File: config.mk
export PLATFORM = sky130hd
export DESIGN_NAME = descriptor_fetch_engine
export DESIGN_NICKNAME = d
export VERILOG_FILES = /design/src/rtl/desc_pkg.sv /design/src/rtl/descriptor_fetch_engine.sv
export SDC_FILE = /design/constraint.sdc
export NUM_CORES = 1
export LEC_CHECK = 0
export CAP_MARGIN = 10
export CORE_ASPECT_RATIO = 0.9
export CORE_MARGIN = 3
export CORE_UTILIZATION = 30
export DETAILED_ROUTE_END_ITERATION = 12
export SETUP_SLACK_MARGIN = 0.5
export SLEW_MARGIN = 20
export SYNTH_ARGS = -nofsm -noshare
export SYNTH_HDL_FRONTEND = slang
export SYNTH_SLANG_ARGS = --single-unit
File: constraint.sdc
create_clock -name clk_i -period 4.7 [get_ports clk_i]
set_clock_uncertainty 0.1 [all_clocks]
set_input_delay 0.94 -clock clk_i [delete_from_list [all_inputs] [get_ports clk_i]]
set_output_delay 0.94 -clock clk_i [all_outputs]
set_load 0.02 [all_outputs]
File: src/rtl/desc_pkg.sv
// Shared types for the descriptor memory and its fetch engine: descriptor layout and fetch FSM states.
package desc_pkg;

    localparam int DESC_W = 64;

    typedef struct packed {
        logic [15:0] src_address;
        logic [15:0] dst_address;
        logic [31:0] payload_ptr;
    } descriptor_t;

    typedef enum logic [2:0] {
        IDLE    = 3'd0,
        ISSUE   = 3'd1,
        CAPTURE = 3'd2,
        PRESENT = 3'd3,
        DONE    = 3'd4
    } fetch_state_e;

endpackage

File: src/rtl/descriptor_fetch_engine.sv
// Walks a run of descriptors in the descriptor memory (registered read) and streams
// each one out on a valid/ready port, optionally skipping entries with a null payload.
module descriptor_fetch_engine
    import desc_pkg::*;
#(
    parameter int NUM_DESCRIPTORS = 16,
    parameter int IDX_W           = $clog2(NUM_DESCRIPTORS),
    parameter bit SKIP_NULL       = 1'b1
) (
    input  logic             clk_i,
    input  logic             resetn_i,
    input  logic             start_i,
    input  logic [IDX_W-1:0] start_idx_i,
    input  logic [IDX_W:0]   count_i,
    input  logic             abort_i,
    output logic             busy_o,
    output logic             done_o,
    output logic [IDX_W-1:0] mem_addr_o,
    input  logic [15:0]      mem_src_address_i,
    input  logic [15:0]      mem_dst_address_i,
    input  logic [31:0]      mem_payload_ptr_i,
    output logic             desc_valid_o,
    input  logic             desc_ready_i,
    output logic [15:0]      desc_src_address_o,
    output logic [15:0]      desc_dst_address_o,
    output logic [31:0]      desc_payload_ptr_o,
    output logic [IDX_W-1:0] desc_index_o
);

    localparam logic [IDX_W:0] REM_ONE = (IDX_W+1)'(1);

    fetch_state_e     state_reg, state_next;
    logic [IDX_W-1:0] cur_idx_reg, cur_idx_next;
    logic [IDX_W:0]   remaining_reg, remaining_next;
    descriptor_t      desc_reg, desc_next;
    logic [IDX_W-1:0] index_reg, index_next;
    logic             valid_reg, valid_next;
    logic             done_reg, done_next;
    logic             zero_start;
    logic             payload_null;

    assign payload_null = SKIP_NULL && (mem_payload_ptr_i == 32'd0);

    always_comb begin
        state_next     = state_reg;
        cur_idx_next   = cur_idx_reg;
        remaining_next = remaining_reg;
        desc_next      = desc_reg;
        index_next     = index_reg;
        valid_next     = valid_reg;
        zero_start     = 1'b0;

        // Abort outranks handshake and start: the presented descriptor is simply dropped.
        if (state_reg != IDLE && abort_i) begin
            state_next = IDLE;
            valid_next = 1'b0;
        end else begin
            case (state_reg)
                IDLE: begin
                    if (start_i) begin
                        if (count_i == '0) begin
                            zero_start = 1'b1;
                        end else begin
                            cur_idx_next   = start_idx_i;
                            remaining_next = count_i;
                            state_next     = ISSUE;
                        end
                    end
                end
                ISSUE: begin
                    state_next = CAPTURE;
                end
                CAPTURE: begin
                    desc_next.src_address = mem_src_address_i;
                    desc_next.dst_address = mem_dst_address_i;
                    desc_next.payload_ptr = mem_payload_ptr_i;
                    index_next     = cur_idx_reg;
                    remaining_next = remaining_reg - REM_ONE;
                    // Index width equals log2 of depth, so the increment wraps naturally.
                    cur_idx_next   = cur_idx_reg + IDX_W'(1);
                    if (payload_null) begin
                        state_next = (remaining_reg > REM_ONE) ? ISSUE : DONE;
                    end else begin
                        state_next = PRESENT;
                        valid_next = 1'b1;
                    end
                end
                PRESENT: begin
                    if (desc_ready_i) begin
                        valid_next = 1'b0;
                        state_next = (remaining_reg != '0) ? ISSUE : DONE;
                    end
                end
                DONE: begin
                    state_next = IDLE;
                end
                default: begin
                    state_next = IDLE;
                    valid_next = 1'b0;
                end
            endcase
        end

        done_next = zero_start || (state_next == DONE && state_reg != DONE);
    end

    always_ff @(posedge clk_i or negedge resetn_i) begin
        if (!resetn_i) begin
            state_reg     <= IDLE;
            cur_idx_reg   <= '0;
            remaining_reg <= '0;
            desc_reg      <= '0;
            index_reg     <= '0;
            valid_reg     <= 1'b0;
            done_reg      <= 1'b0;
        end else begin
            state_reg     <= state_next;
            cur_idx_reg   <= cur_idx_next;
            remaining_reg <= remaining_next;
            desc_reg      <= desc_next;
            index_reg     <= index_next;
            valid_reg     <= valid_next;
            done_reg      <= done_next;
        end
    end

    // The read address register is the walking index itself.
    assign mem_addr_o         = cur_idx_reg;
    assign busy_o             = (state_reg != IDLE);
    assign done_o             = done_reg;
    assign desc_valid_o       = valid_reg;
    assign desc_src_address_o = desc_reg.src_address;
    assign desc_dst_address_o = desc_reg.dst_address;
    assign desc_payload_ptr_o = desc_reg.payload_ptr;
    assign desc_index_o       = index_reg;

endmodule
==> results.yml <==
logic_synthesis:
  ys_seq_area_share_pct: 57.4
  yosys.area_share.simple_pct: 7.92
  synth_ff_type: "dfrtp_1"
  synth_xor_area_share_pct: 0
  synth_adder_area_share_pct: 1.68
  syn-num-nets: 342
  ys_ff_latch: 82
  yosysUniqueCellTypes: 43
  async_flop_share_pct: 100
  synth_compound_area_share_pct: 6.94
  synthMuxAreaShare_pct: 23.6
  synth_top_family_by_area: "multiplexers"
  netlist_instances: 260
  synthesis.area_um2: 3570
  synth_edf_count: 0
  synth_area_per_cell_um2: 13.7
  ys_warn_count: 0
sta:
  hold_violations: 0
  worstMarginPinSlew_ns: 0.755
  rsz0062_at_grt: "false"
  fin_crit_ns: 3.12
  fin_tns_setup_ns: 0
  period_share_pct: 66.3
  slew_headroom_pct: 49.6
  maxSlewViolCount: 0
  setup-violations-final: 0
  max_freq_mhz: 321
global_route:
  grt_pass1_wl_mm: 14.4
  top_usage_layer: "met2"
  grt_max_degree: 83
  grt_pass1_vias: 2834
  grt_overflow: 0
  grt_use_total_pct: 13.8
  met2_usage_pct: 21.5
  grt_use_met1_pct: 17.9
  antenna_found_initial: 0
  grtUsageMet3_pct: 5.30
detailed_routing:
  wire_per_inst_um: 15.6
  drtPass1Iterations: 4
  num_vias: 2684
  routed_wl_mm: 8.96
  drt-initial-drc-count: 166
  viasPerCell: 4.68
  drc: 0
  antenna_left: 0
flow_run:
  drv_cap: 0
critical_path:
  cpPeakStageDelay_ns: 0.65
  crit_slowest_cell: "dfrtp_1"
  cp_max_fo: 23
  cp-start-kind: "flop"
  end_kind: "output port"
  path_cells: "or3_1, clkdlybuf4s50_1"
  critPathTopFamily: "flip-flops"
  required_ns: 3.66
  cp_num_buf_inv: 1
  critPathArrivalTime_ns: 2.08
  worstSetupPathType: "reg2out"
cts:
  cts_buffer_depth: 2
  htree_levels: 3
  cts_tree: "yes"
  cts_setup_buffers: 0
  clock_latency_ns: 0.32
  cts-resized-gates: 0
  cts_root_buffer: "clkbuf_16"
  hold_buffers: 0
  clkTransAtPathRegs_ns: 0.06
  numCtsBuffers: 9
  clkSinkCount: 82
die:
  io_pins: 153
  start_util_pct: 31.0
  die_y_um: 110
  fp-row-count: 37
  dieWidth_um: 121
  design.core.area_um2: 11500
  dieArea_um2: 13300
placed_design:
  hpwl_mm: 6.50
  port_buffers: 152
  finalWeightedCongestion: 0.842
finish:
  largest_reg_flops: 32
  n_antenna_cell: 0
  drive_gt1_share_pct: 23.0
  layout.nets: 494
  syn2layout_area_growth_pct: 55.8
power_and_ir_drop:
  power_uw: 3930
  powerDensity_nw_per_um2: 706
  ir_drop_mv: 0.319
  p_leak_uw: 0.00223
outcome:
  status: "finished clean"
min_path:
  hold_path_class: "reg2reg"
==> worst reg2reg max path, delay by kind of cell, from the launching register on <==
family	cells	cell delay (ns)
buffers and inverters	1	0.61
flip-flops	1	0.81
multiplexers	1	0.50
AND/OR/NAND/NOR	1	0.35
==> where the power goes <==
group | internal [uW] | switching [uW]
clock network | 478 | 270
registers | 1060 | 233
logic | 1020 | 867
==> routing by layer <==
metal  up-vias  wire length (um)
met5         -                 0
met4         0                80
met3         8               798
met2       104              4180
met1      1302              3900
li1       1270                 -
==> Yosys cell counts (all sizes together) (4+ instances only) <==
master    n  area share [%]
a2bb2oi   4            0.98
buf       9             1.2
clkbuf    4            0.49
dfrtp    82              57
ha        4             1.4
inv       7            0.74
mux2     70              22
mux2i     5             1.4
nand2     7            0.74
nor2      6            0.63
nor4      9             1.6
o21ai     9             1.6
==> final timing paths <==
path,start,slack [ns],end,depth (start not counted)
worst max-delay path,state_reg[1]$_DFF_PN0_,1.58,busy_o,2
worst min-delay path,desc_payload_ptr_o[29]$_DFFE_PN0P_,0.40,desc_payload_ptr_o[29]$_DFFE_PN0P_,1
worst max register to register,state_reg[1]$_DFF_PN0_,2.22,desc_payload_ptr_o[28]$_DFFE_PN0P_,3
worst min register to register,desc_payload_ptr_o[29]$_DFFE_PN0P_,0.40,desc_payload_ptr_o[29]$_DFFE_PN0P_,1
max in group asynchronous,resetn_i,3.44,mem_addr_o[0]$_DFFE_PN0P_,1
min in group asynchronous,resetn_i,0.57,desc_src_address_o[4]$_DFFE_PN0P_,1
==> layout by cell type, fill, tap and decap left out, types with 2 or more instances in the layout <==
cell type        Yosys  final
clkinv_2             0      2
clkdlybuf4s50_1      0    151
dfrtp_1             82     82
nor3_1               2      2
nand2b_1             2      2
nand3_1              3      3
a31oi_1              2      2
ha_1                 4      4
nand4_1              3      3
clkbuf_16            0      9
a211oi_1             2      2
a21oi_1              2      2
nor2_1               6      6
mux2_2              69     69
inv_1                7      7
o2bb2ai_1            2      2
o21ai_0              8      8
bufinv_16            0      2
nor4_1               9      9
a2bb2oi_1            4      4
nor3b_1              2      2
and3_1               2      2
nand2_1              7      7
a221oi_1             3      3
buf_4                0      2
nor2b_1              3      3
or2_2                2      2
mux2i_1              5      5
==> layout make-up <==
type                       instances  area (um2)
tap                              156         195
inverter                           7        26.3
fill                            1046        5960
timing repair buffer             154        1540
sequential                        82        2050
multi-input combinational        158        1430
clock inverter                     5        77.6
clock buffer                      11         243
==> logic make-up (layout without fill, tap and decap cells) <==
family | count (synthesis) | after routing
mux | 75 | 75
buf+inv | 20 | 177
simple gates | 46 | 46
flops | 82 | 82
fa+ha+maj | 5 | 5
compound gates | 32 | 32
==> metrics by stage <==
| stage | setup WS, ns | util, % | hold slack, ns | instances | instance area, um2 |
|---|---|---|---|---|---|
| 4_1_cts | 1.55 | 48.2 | 0.408 | 573 | 5560 |
| 5_1_grt | 1.48 | 48.3 | 0.422 | 573 | 5560 |
| 6_report | 1.58 | 48.3 | 0.403 | 573 | 5560 |
| 2_1_floorplan | 2.34 | - | 0.427 | 260 | 3570 |
| 3_5_place_dp | 1.62 | 45.5 | 0.395 | 557 | 5240 |
| 3_3_place_gp | 1.67 | 45.5 | 0.388 | 557 | 5240 |
Note: power is estimated with default switching activity, not from simulation.
